## config.mk

```make
export PLATFORM = sky130hd
export DESIGN_NAME = ccu_ctrl_snoop_collector
export DESIGN_NICKNAME = d
export VERILOG_FILES = /design/src/rtl/ccu_ctrl_snoop_collector.sv
export SDC_FILE = /design/constraint.sdc
export NUM_CORES = 1
export LEC_CHECK = 0
export CORE_AREA = 2 2 146 148
export DETAILED_ROUTE_END_ITERATION = 7
export DIE_AREA = 0 0 148 150
export PLACE_DENSITY = 0.54
export SETUP_SLACK_MARGIN = 0.2
export SLEW_MARGIN = 15
export SYNTH_ARGS = -nofsm -noshare
export SYNTH_HDL_FRONTEND = slang
export SYNTH_SLANG_ARGS = --single-unit
```

## constraint.sdc

```tcl
create_clock -name clk_i -period 3.9 [get_ports clk_i]
set_input_delay 0.975 -clock clk_i [delete_from_list [all_inputs] [get_ports clk_i]]
set_output_delay 0.975 -clock clk_i [all_outputs]
set_load 0.03 [all_outputs]
```

## src/rtl/ccu_ctrl_snoop_collector.sv

```systemverilog
// Snoop-round collector for the CCU read path: gathers CR responses, hands the
// snoop unit its operation, then forwards one port's CD line and drains the rest.

package ccu_ctrl_snoop_collector_pkg;
    typedef enum logic {
        READ_SNP_DATA      = 1'b0,
        SEND_INVALID_ACK_R = 1'b1
    } su_op_e;
endpackage

module ccu_ctrl_snoop_collector
    import ccu_ctrl_snoop_collector_pkg::*;
#(
    parameter int unsigned NoMstPorts      = 4,
    parameter int unsigned AxiDataWidth    = 64,
    parameter int unsigned DcacheLineWidth = 128,
    localparam int unsigned MstIdxBits     = (NoMstPorts > 1) ? $clog2(NoMstPorts) : 1
) (
    input  logic                           clk_i,
    input  logic                           rst_i,
    input  logic                           start_i,
    input  logic [NoMstPorts-1:0]          snoop_mask_i,
    output logic                           busy_o,
    input  logic [NoMstPorts-1:0]          cr_valid_i,
    output logic [NoMstPorts-1:0]          cr_ready_o,
    input  logic [5*NoMstPorts-1:0]        cr_resp_i,
    input  logic [NoMstPorts-1:0]          cd_valid_i,
    output logic [NoMstPorts-1:0]          cd_ready_o,
    input  logic [AxiDataWidth*NoMstPorts-1:0] cd_data_i,
    input  logic [NoMstPorts-1:0]          cd_last_i,
    output logic [AxiDataWidth-1:0]        cd_o,
    output logic                           cd_handshake_o,
    input  logic                           cd_fifo_full_i,
    output logic                           su_valid_o,
    input  logic                           su_ready_i,
    output su_op_e                         su_op_o,
    output logic                           shared_o,
    output logic                           dirty_o,
    output logic                           err_o
);

    typedef enum logic [1:0] {StIdle, StCollectCr, StDispatch, StXfer} state_e;

    state_e                  state_q, state_d;
    logic [NoMstPorts-1:0]   pending_q, pending_d;
    logic [NoMstPorts-1:0]   data_mask_q, data_mask_d;
    logic [NoMstPorts-1:0]   done_q, done_d;
    logic [MstIdxBits-1:0]   sel_q, sel_d;
    logic                    shared_q, shared_d;
    logic                    dirty_q, dirty_d;
    logic                    err_q, err_d;

    logic [MstIdxBits-1:0]   lowest_idx;
    logic [NoMstPorts-1:0]   cr_hs;
    logic                    port_hs;
    logic [AxiDataWidth-1:0] cd_data_arr [NoMstPorts];

    // WasUnique is not needed for the merge.
    logic unused_resp;
    assign unused_resp = ^cr_resp_i;

    // The line must be a whole number of beats; cd_last_i alone ends a transfer.
    assert property (@(posedge clk_i) (DcacheLineWidth % AxiDataWidth) == 0);

    assign busy_o   = (state_q != StIdle);
    assign shared_o = shared_q;
    assign dirty_o  = dirty_q;
    assign err_o    = err_q;

    // Unpack per-port CD data and find the lowest data-carrying port.
    always_comb begin
        lowest_idx = '0;
        for (int i = 0; i < int'(NoMstPorts); i++) begin
            cd_data_arr[i] = cd_data_i[i*AxiDataWidth +: AxiDataWidth];
        end
        for (int i = int'(NoMstPorts) - 1; i >= 0; i--) begin
            if (data_mask_q[i]) lowest_idx = MstIdxBits'(i);
        end
    end

    // Next-state and handshake outputs.
    always_comb begin
        state_d        = state_q;
        pending_d      = pending_q;
        data_mask_d    = data_mask_q;
        done_d         = done_q;
        sel_d          = sel_q;
        shared_d       = shared_q;
        dirty_d        = dirty_q;
        err_d          = err_q;
        cr_hs          = '0;
        port_hs        = 1'b0;
        cr_ready_o     = '0;
        cd_ready_o     = '0;
        cd_o           = '0;
        cd_handshake_o = 1'b0;
        su_valid_o     = 1'b0;
        su_op_o        = SEND_INVALID_ACK_R;

        unique case (state_q)
            StIdle: begin
                if (start_i) begin
                    pending_d   = snoop_mask_i;
                    data_mask_d = '0;
                    done_d      = '0;
                    shared_d    = 1'b0;
                    dirty_d     = 1'b0;
                    err_d       = 1'b0;
                    state_d     = (snoop_mask_i != '0) ? StCollectCr : StDispatch;
                end
            end
            StCollectCr: begin
                cr_ready_o = pending_q;
                cr_hs      = pending_q & cr_valid_i;
                for (int i = 0; i < int'(NoMstPorts); i++) begin
                    if (cr_hs[i]) begin
                        data_mask_d[i] = data_mask_q[i] | cr_resp_i[5*i];
                        shared_d       = shared_d | cr_resp_i[5*i+3];
                        dirty_d        = dirty_d | (cr_resp_i[5*i+2] & cr_resp_i[5*i]);
                        err_d          = err_d | cr_resp_i[5*i+1];
                    end
                end
                pending_d = pending_q & ~cr_hs;
                if (pending_d == '0) state_d = StDispatch;
            end
            StDispatch: begin
                su_valid_o = 1'b1;
                su_op_o    = (data_mask_q != '0) ? READ_SNP_DATA : SEND_INVALID_ACK_R;
                sel_d      = lowest_idx;
                if (su_ready_i) state_d = (data_mask_q != '0) ? StXfer : StIdle;
            end
            StXfer: begin
                cd_o = cd_data_arr[sel_q];
                for (int i = 0; i < int'(NoMstPorts); i++) begin
                    port_hs = 1'b0;
                    if (data_mask_q[i] && !done_q[i]) begin
                        if (MstIdxBits'(i) == sel_q) begin
                            // Selected port follows FIFO backpressure; others drain freely.
                            cd_ready_o[i]  = !cd_fifo_full_i;
                            port_hs        = cd_valid_i[i] & !cd_fifo_full_i;
                            cd_handshake_o = port_hs;
                        end else begin
                            cd_ready_o[i] = 1'b1;
                            port_hs       = cd_valid_i[i];
                        end
                    end
                    if (port_hs && cd_last_i[i]) done_d[i] = 1'b1;
                end
                if ((data_mask_q & ~done_d) == '0) state_d = StIdle;
            end
            default: state_d = StIdle;
        endcase

        // A reset abandons the round at once: no handshakes in the reset cycle.
        if (rst_i) begin
            cr_ready_o     = '0;
            cd_ready_o     = '0;
            cd_handshake_o = 1'b0;
            su_valid_o     = 1'b0;
        end
    end

    // State and round registers with synchronous reset.
    always_ff @(posedge clk_i) begin
        if (rst_i) begin
            state_q     <= StIdle;
            pending_q   <= '0;
            data_mask_q <= '0;
            done_q      <= '0;
            sel_q       <= '0;
            shared_q    <= 1'b0;
            dirty_q     <= 1'b0;
            err_q       <= 1'b0;
        end else begin
            state_q     <= state_d;
            pending_q   <= pending_d;
            data_mask_q <= data_mask_d;
            done_q      <= done_d;
            sel_q       <= sel_d;
            shared_q    <= shared_d;
            dirty_q     <= dirty_d;
            err_q       <= err_d;
        end
    end

endmodule

```

After elaboration in Yosys (flattened, before gate mapping)
Cells that the tools add are included.
{"block": "totals", "ff_bits": 19, "latch_bits": 0, "ram_bits": 0, "mem_bits_ro": 0, "input_bits": 297, "out_inout_bits": 79, "word_cells": 180, "n_memories": 0}
{"block": "classes", "n_addsub": 0, "multipliers": 0, "div": 0, "order_cmp": 1, "eq_ne": 14, "shift": 0, "muxes": 95, "n_bitwise": 30, "reduce_logical": 29}
{"cell": "$mux W64", "n": 3}
{"cell": "$bmux W64 S2", "n": 1}
{"cell": "$mux W1", "n": 68}
{"cell": "$mux W4", "n": 6}
{"cell": "$pmux W4 S2", "n": 3}
{"cell": "$mux W2", "n": 10}
{"cell": "$ne A2 B2 Y1 const B", "n": 8}
{"cell": "$or A1 B1 Y1", "n": 16}
{"cell": "$and A4 B4 Y4", "n": 3}
{"cell": "$reduce_and A3 Y1", "n": 4}
{"cell": "$and A1 B1 Y1", "n": 8}
{"cell": "$logic_and A1 B1 Y1", "n": 8}
{"cell": "$logic_not A4 Y1", "n": 2}
{"cell": "$not A4 Y4", "n": 2}
{"cell": "$pmux W2 S4", "n": 1}
{"cell": "$reduce_bool A4 Y1", "n": 2}
{"cell": "$pmux W1 S2", "n": 3}
{"cell": "$reduce_bool A2 Y1", "n": 3}
{"cell": "$logic_not A1 Y1", "n": 5}
{"cell": "$eq A2 B2 Y1 const A", "n": 2}
{"cell": "$eq A2 B2 Y1 const B", "n": 2}
{"cell": "$logic_not A2 Y1", "n": 2}
{"cell": "$reduce_and A2 Y1", "n": 2}
{"cell": "$reduce_and A4 Y1", "n": 1}
{"cell": "4 further kinds", "n": 4}

Logic depth before layout (Yosys ltp)
{"block": "logic_depth", "depth_word": 13, "ltp_mapped": 6, "mapped_depth_nobuf": 5}

Worst setup path after synthesis
Ideal clock, no wire load.
{"block": "synth_timing", "path_type": "input port to output port", "from": "input rst_i", "to": "output cr_ready_o[3]", "arrival_time_ns": 2.047, "required_time_ns": 2.925, "setup_slack_ns": 0.878, "cell_stages": 3, "n_path_buf": 2, "path_cell_list": "clkbuf_1 > clkbuf_1 > nor3_1"}
{"block": "synth_between", "elab_chain_len": 1}
{"item": "start: declaration", "line": "20", "rtl": "input logic rst_i,"}
{"item": "$mux W4", "line": "155", "rtl": "if (rst_i) begin"}
{"item": "end: declaration", "line": "25", "rtl": "output logic [NoMstPorts-1:0] cr_ready_o,"}
Every way passes these cells.

Final worst setup path
{"block": "layout_timing", "from": "input cd_data_i[50]", "to": "output cd_o[50]"}
{"block": "layout_between", "elab_chain_len": 4}
{"item": "start: declaration", "line": "29", "rtl": "input logic [AxiDataWidth*NoMstPorts-1:0] cd_data_i,"}
{"item": "$bmux W64 S2", "line": "133", "rtl": "cd_o = cd_data_arr[sel_q];"}
{"item": "$mux W64 (implied by the code) (2 in a row)", "line": "133"}
{"item": "$mux W64", "line": "100", "rtl": "unique case (state_q)"}
{"item": "end: declaration", "line": "31", "rtl": "output logic [AxiDataWidth-1:0] cd_o,"}
Every way passes these cells. The select of a mux whose other input is x is not followed.

==> impl_metrics.json <==
{
  "p_leak_nw": 2.40,
  "cts_root_buffer": "clkbuf_16",
  "fillCellCount": 2090,
  "cts_sinks": 19,
  "gp_congestion": 0.845,
  "tritoncts": "yes",
  "timing_worst_setup_path_type": "input port to primary output",
  "p_switching_uw": 378,
  "pwr-share-seq_pct": 20.4,
  "grt_pass1_vias": 4202,
  "worstMarginPinSlew_ps": 597,
  "pre_cts_ws_ps": 211,
  "p_per_area_nw_per_um2": 160,
  "critPathCaptureType": "primary output",
  "netlist_area_um2": 3200,
  "final_cells": 921,
  "finalMaxSlewViolations": 0,
  "period_share_pct": 93.7,
  "p_clk_share_pct": 18.8,
  "reg2reg_from": "sel_q[1]",
  "portBuffers": 371,
  "grt_pass1_wl_um": 27200,
  "die_h_um": 150,
  "yosysWarnings": 0,
  "synth_common_cells": "and2_1 (67), mux4_2 (62), dfxtp_1 (19)",
  "startpoint_type": "input port",
  "p_int_uw": 782,
  "postSynthCellCount": 294,
  "area.growth.synth_to_final_pct": 126,
  "power_frac_comb_pct": 60.9,
  "yosysMostFrequentCell": "and2_1",
  "routed_via_density": 4.46,
  "io_pins": 376,
  "drc_errors": 0,
  "worst_slack_ps": 247,
  "yosys.area.top_type": "mux4_2",
  "path_clk_slew_ps": 60,
  "coreArea_um2": 20700,
  "drive_gt1_share_pct": 14.2,
  "arrival_ps": 2680,
  "setup_tns_ps": 0,
  "drt_iter0_markers": 188,
  "via_count": 4110,
  "synth_fp_nets": 591,
  "relSlewSlack_pct": 60.2,
  "rsz0062_at_grt": "false",
  "grt_use_total_pct": 16.0,
  "switching_share_pct": 32.6,
  "finalClockSkew_ps": 1.37,
  "finalHoldViolCount": 0,
  "synthArstFlopShare_pct": 0,
  "hold_path_class": "flip-flop to flip-flop",
  "drv_cap": 0,
  "reg2reg_depth": 5,
  "synth_area_leaders": "mux4_2 (44%), and2_1 (13%), dfxtp_1 (12%)",
  "holdCritStartpoint": "done_q[0]",
  "avgRoutedWirePerCell_um": 21.3,
  "fmax_mhz": 274,
  "dp_cells": 917,
  "ys_seq_elements": 19,
  "ys_seq_area_share_pct": 11.9,
  "cts_hold_buf": 0,
  "start_util_pct": 15.5,
  "critPathLaunch": "cd_data_i[50]",
  "htreeDepth": 1,
  "crit_fanout": 1,
  "gr-total-overflow": 0,
  "grt_start_max_net_pins": 66,
  "min_delay_path_depth": 1,
  "nNetsFinal": 944,
  "die-area_um2": 22200,
  "insertion_delay_ps": 250,
  "rows": 53,
  "peakVddDrop_mv": 0.122,
  "yosysTopAreaCellShare_pct": 43.7,
  "period_minus_slack_ps": 3650,
  "setup_viol": 0,
  "antenna_found_initial": 2,
  "power_mw": 1.16,
  "status": "completed",
  "routed_wl_um": 19700,
  "cts_buffer_depth": 2,
  "synth_ff_type": "dfxtp_1",
  "syn_area_per_cell_um2": 10.9,
  "antennaDiodeCount": 0,
  "synth_edf_count": 0,
  "die_w_um": 148,
  "cts_buffers": 3,
  "synth_cell_types": 46,
  "critPathRequiredTime_ps": 2920,
  "dp_hpwl_um": 16500,
  "dr.pass1.iters": 4,
  "drt.antenna.violating_nets": 0
}
## layout make-up
cell class | count | area [µm²] | share of cell area (%)
clock buffers | 4 | 78.8 | 1.09
inverters | 5 | 18.8 | 0.259
multi-input cells | 242 | 2610 | 36.1
flip-flops and latches | 19 | 388 | 5.36
well taps | 275 | 344 | 4.76
repair buffers | 376 | 3790 | 52.4
## state kept, by name, indices dropped and copies added (netlist names)
signal,cells
state_q,2
shared_o,1
done_q,4
err_o,1
pending_q,4
sel_q,2
data_mask_q,4
dirty_o,1
## power by group through the flow
stage	Combinational (mW)	Clock, mW	Sequential, mW
2_1_floorplan	0.292	0	0.223
3_3_place_gp	0.701	0	0.239
3_5_place_dp	0.706	0	0.240
4_1_cts	0.712	0.222	0.236
5_1_grt	0.746	0.229	0.240
6_report	0.706	0.218	0.236
## path summary, 6_finish.rpt
check	end	slack (ps)
max	cd_o[50]	250
min	done_q[0]	470
max reg2reg	state_q[0]	1940
min reg2reg	done_q[0]	470
## kinds of logic after synthesis
| logic type | Yosys count | share of synthesized area [%] |
|---|---|---|
| and+or+nand+nor | 134 | 26.0 |
| DFF | 19 | 11.9 |
| buffers and inverters | 33 | 6.38 |
| AOI/OAI and AO/OA | 44 | 10.4 |
| muxes | 64 | 45.3 |
## routing by layer
metal  wire [µm]  global-route usage [%]  vias up
met3        1360                    2.96       11
met4          78                    1.52        4
li1            -                       -     1878
met2        9620                    27.1      194
met5          26                       0        -
met1        8560                    22.2     2023
## cell usage in the layout (no fill, tap or decap), types with 3 or more instances in the layout
cell type        netlist  routed
nor2_1                14      14
o21ai_0                6       6
nand2b_1              10      10
dfxtp_1               19      17
and2_1                67      67
a31oi_1                7       7
buf_4                  3       7
a22oi_1                3       3
nor3b_2                4       4
clkbuf_16              0       3
inv_1                  5       5
nand3_1                5       5
mux4_2                62      62
nand4_1                5       5
a21oi_1                6       6
buf_12                 0       4
nand2_1                9       9
a32o_1                 4       4
clkdlybuf4s50_1        0     363
a41oi_1                4       4
## metrics by stage
stage / area [µm²] / hold WS [ps] / utilization, %
after floorplan: 3200 / 433 / -
after detailed placement: 7150 / 451 / 34.6
after CTS: 7230 / 469 / 34.9
final: 7230 / 470 / 35.0
after global routing: 7230 / 485 / 35.0
after global placement: 7150 / 443 / 34.6
## worst max-delay path: stages
cell	delay, ps
clkdlybuf4s50_1	440
mux4_2	460
and2_1	160
clkdlybuf4s50_1	630
## timing repair
action | in CTS | in global routing
gates resized for setup | 0 | 2
setup endpoints to repair | 0 | 2
setup buffers | 0 | 0
Note: power is estimated with default switching activity, not from simulation.
==> patch 1: new RTL, same settings <==
Encoding of `state_e`: now one-hot (4 bits for 4 states).
--- a/src/rtl/ccu_ctrl_snoop_collector.sv
+++ b/src/rtl/ccu_ctrl_snoop_collector.sv
@@ -41,3 +41,3 @@
 
-    typedef enum logic [1:0] {StIdle, StCollectCr, StDispatch, StXfer} state_e;
+    typedef enum logic [3:0] {StIdle = 4'b0001, StCollectCr = 4'b0010, StDispatch = 4'b0100, StXfer = 4'b1000} state_e;
 
Formal check against the unedited RTL: no difference found for any inputs over 10 cycles, from zero or initial values and one cycle with rst_i high; not proved beyond that.
==> patch 1 against the original RTL <==
  * Synthesized area fell by 1.1%
  * Sequential cell count rose by 2
  * Cell count rose by 1.5%
  * Cell area rose by 1.4%
  * Critical endpoint is now cd_o[4]
  * Total power fell by 3.5%
  * Largest power group unchanged
  * Critical path type unchanged
  * Setup slack got worse by 13 ps
  * Global-route usage rose by 0.74 points
  * Routed wire length rose by 1.5%
  * Register-to-register slack got worse by 300 ps
==> patch 1: results (changes against the original RTL) <==
<table>
<tr><th>Metric</th><th>Value</th></tr>
<tr><th colspan="2">Route</th></tr>
<tr><td>Number of violations reported at the end of detailed-routing iteration 0</td><td>170 (-9.6%)</td></tr>
<tr><td>Final wirelength</td><td>19950 um (+1.5%)</td></tr>
<tr><td>Total length of routed met3 wires</td><td>1556 um (+14%)</td></tr>
<tr><td>Met1 Routed Length</td><td>7563 um (-12%)</td></tr>
<tr><td>Uppermost metal layer occupied by signal nets</td><td>met4</td></tr>
<tr><td>Routed met2 length</td><td>10640 um (+11%)</td></tr>
<tr><td>DR vias/cell</td><td>4.497 (+0.78%)</td></tr>
<tr><th colspan="2">Finish</th></tr>
<tr><td>Proportion of final cell area spent on non-clock buffers</td><td>52.57% (+0.16 points)</td></tr>
<tr><td>Total number of nets in the final design</td><td>957 (+1.4%)</td></tr>
<tr><td>Fraction of area in clock buffers and inverters</td><td>1.075% (-0.015 points)</td></tr>
<tr><td>Register fraction of the total cell area</td><td>5.833% (+0.47 points)</td></tr>
<tr><td>Fill cell total of the finished layout</td><td>2065 (-1.2%)</td></tr>
<tr><td>Share of cells above drive strength 1</td><td>13.96% (-0.28 points)</td></tr>
<tr><td>Buffers excl. clock</td><td>380 (+1.1%)</td></tr>
<tr><td>Number of non-clock inverters</td><td>2 (-3)</td></tr>
<tr><th colspan="2">GRT</th></tr>
<tr><td>Met3 track utilization from global routing</td><td>3.933% (+0.98 points)</td></tr>
<tr><td>Maximum number of pins on one net before global-route repair</td><td>74 (+12%)</td></tr>
<tr><td>First-pass GRT wire length</td><td>28770 um (+5.8%)</td></tr>
<tr><th colspan="2">Run status</th></tr>
<tr><td>Result of the run</td><td>finished, final reports clean</td></tr>
<tr><th colspan="2">Setup path</th></tr>
<tr><td>Startpoint of the most critical setup path</td><td>cd_data_i[132]</td></tr>
<tr><th colspan="2">Synthesis</th></tr>
<tr><td>Share of cell area taken by muxes after synthesis</td><td>45.57% (+0.26 points)</td></tr>
<tr><td>Synth top area cells</td><td>mux4_2 (46%), nor2b_1 (14%), dfxtp_1 (13%), clkbuf_1 (2.4%), a21oi_1 (2.2%)</td></tr>
<tr><td>Mapped Nets</td><td>601 (+1.7%)</td></tr>
<tr><th colspan="2">Power</th></tr>
<tr><td>Total leakage power</td><td>2.325 nW (-3.3%)</td></tr>
<tr><th colspan="2">Placement</th></tr>
<tr><td>Last weighted congestion value of the routability-driven placer</td><td>0.9227 (+9.2%)</td></tr>
<tr><th colspan="2">Timing</th></tr>
<tr><td>Worst Clk Skew</td><td>2.404 ps (+1.029 ps)</td></tr>
<tr><td>Worst slew pin tran</td><td>1022 ps (+425.0 ps)</td></tr>
</table>
[patch 1: worst paths after layout]
check / end / slack [ps] / cells after the start
worst max-delay path: cd_o[4] / 230 / 4
worst min-delay path: done_q[0] / 440 / 2
worst max register to register: done_q[0] / 1640 / 5
worst min register to register: done_q[0] / 440 / 2
[patch 1: power by group through the flow]
stage	registers [mW]	logic [mW]	clock network, mW
after floorplan	0.280	0.224	0
after global placement	0.294	0.596	0
after detailed placement	0.296	0.605	0
after CTS	0.291	0.611	0.220
after global routing	0.298	0.653	0.230
final	0.293	0.611	0.215
[patch 1: stage by stage]
stage / area (um2) / setup slack, ps / power (mW) / std cells / utilization, %
finish: 7336 / 234.5 / 1.119 / 935 / 35.46
global route: 7333 / 208.6 / 1.181 / 934 / 35.44
CTS: 7327 / 217.8 / 1.123 / 934 / 35.41
detailed placement: 7249 / 219.5 / 0.9006 / 930 / 35.04
global placement: 7249 / 207.2 / 0.8905 / 930 / 35.04
floorplan: 3163 / 697.2 / 0.5041 / 304 / -
==> patch 2: new RTL, same flow settings <==
Without the edit above. `NoMstPorts`: 4 -> 2.
--- a/src/rtl/ccu_ctrl_snoop_collector.sv
+++ b/src/rtl/ccu_ctrl_snoop_collector.sv
@@ -13,3 +13,3 @@
 #(
-    parameter int unsigned NoMstPorts      = 4,
+    parameter int unsigned NoMstPorts      = 2,
     parameter int unsigned AxiDataWidth    = 64,
Ports: changed (8 resized); port bits go from 376 to 226. The function was not compared with the original's and may differ.
==> patch 2 against the original RTL <==
  * Non-clock buffer count decreased by 144
  * Synthesized area decreased by 46%
  * Register-to-register slack improved by 130 ps
  * Sequential cell count decreased by 7
  * Total power decreased by 28%
  * Sequential power decreased by 40%
  * Cell area decreased by 39%
  * Routed wire length decreased by 54%
  * Setup slack improved by 210 ps
  * Largest cell class unchanged
==> patch 2: results (changes against the original RTL) <==
<table>
<tr><th>Metric</th><th>Value</th></tr>
<tr><th colspan="2">Run status</th></tr>
<tr><td>Result of the run</td><td>finished, final reports clean</td></tr>
<tr><th colspan="2">GRT</th></tr>
<tr><td>Global Route Usage Sum</td><td>6.964% (-9.1 points)</td></tr>
<tr><td>First-pass GRT wire length</td><td>12520 um (-54%)</td></tr>
<tr><td>Number of antenna violations at the first check in global routing</td><td>0 (-2)</td></tr>
<tr><td>Met2 track utilization from global routing</td><td>12.69% (-14 points)</td></tr>
<tr><td>Via count of the first global-routing pass</td><td>2319 (-45%)</td></tr>
<tr><th colspan="2">Finish</th></tr>
<tr><td>Total number of nets in the final design</td><td>617 (-35%)</td></tr>
<tr><td>Share of cells above drive strength 1</td><td>4.516% (-9.7 points)</td></tr>
<tr><td>Combined area of the multi-input logic cells</td><td>1403 um2 (-46%)</td></tr>
<tr><td>Fill cell total of the finished layout</td><td>2276 (+8.9%)</td></tr>
<tr><th colspan="2">Power</th></tr>
<tr><td>Total power</td><td>0.8343 mW (-28%)</td></tr>
<tr><td>Worst vdd ir</td><td>0.1268 mV (+3.6%)</td></tr>
<tr><td>Total leakage power</td><td>1.386 nW (-42%)</td></tr>
<tr><td>Share of total power consumed by net switching</td><td>35.46% (+2.9 points)</td></tr>
<tr><th colspan="2">Clocking</th></tr>
<tr><td>CTS clock-pin slew for the worst setup and hold paths</td><td>40 ps (-20 ps)</td></tr>
<tr><td>Total number of clock tree sinks</td><td>12 (-7)</td></tr>
<tr><th colspan="2">Synthesis</th></tr>
<tr><td>Most used standard cells in the synthesized netlist</td><td>nor2_1 (72), mux2i_1 (64), a21oi_1 (13)</td></tr>
<tr><td>Number of library cell types mapped by synthesis</td><td>34 (-26%)</td></tr>
<tr><td>Mapped Nets</td><td>399 (-32%)</td></tr>
<tr><td>Compound-cell area share of the yosys netlist</td><td>11.72% (+1.3 points)</td></tr>
<tr><td>Synth top area cells</td><td>mux2i_1 (37%), nor2_1 (16%), dfxtp_1 (14%), a21oi_1 (3.7%), nand2b_1 (2.5%)</td></tr>
<tr><th colspan="2">Route</th></tr>
<tr><td>Total iterations of the first detailed-routing run</td><td>5 (+1)</td></tr>
<tr><td>DR WL/cell</td><td>12.23 um (-43%)</td></tr>
<tr><td>Total length of routed met3 wires</td><td>846 um (-38%)</td></tr>
<tr><td>Number of violations reported at the end of detailed-routing iteration 0</td><td>129 (-31%)</td></tr>
<tr><th colspan="2">Setup path</th></tr>
<tr><td>Slack of the worst reg-to-reg path</td><td>2070 ps (+130 ps)</td></tr>
<tr><td>Startpoint of the most critical setup path</td><td>rst_i</td></tr>
<tr><td>WP data arrival</td><td>2460 ps (-220 ps)</td></tr>
<tr><th colspan="2">Placement</th></tr>
<tr><td>Port Buffers</td><td>223 (-40%)</td></tr>
</table>
-- patch 2: cell types whose count changed after synthesis, moves of 7 or more --
cell	change
a21oi_1	+7
clkbuf_1	-9
dfxtp_1	-7
and2_1	-66
buf_6	-7
mux2i_1	+64
mux4_2	-62
nor2_1	+58
-- patch 2: tightest hold or removal path, cell delays in order (launching register included) --
cell	delay [ps]
dfxtp_1	310
nand2_1	60
a21oi_1	50
-- patch 2: metrics by stage --
step                      instances  worst slack (ps)
after CTS                       740             414.1
after detailed placement        736             430.7
after floorplan                 248             661.9
after global placement          736             454.3
final                           740             462.4
after global routing            740             351.5
-- patch 2: worst min-delay path by stage --
stage,startpoint,endpoint,slack (ps)
after floorplan,data_mask_q[1],data_mask_q[1],470
after global routing,err_o,err_o,510
after CTS,err_o,err_o,480
final,err_o,err_o,470
after detailed placement,err_o,err_o,470
after global placement,err_o,err_o,460
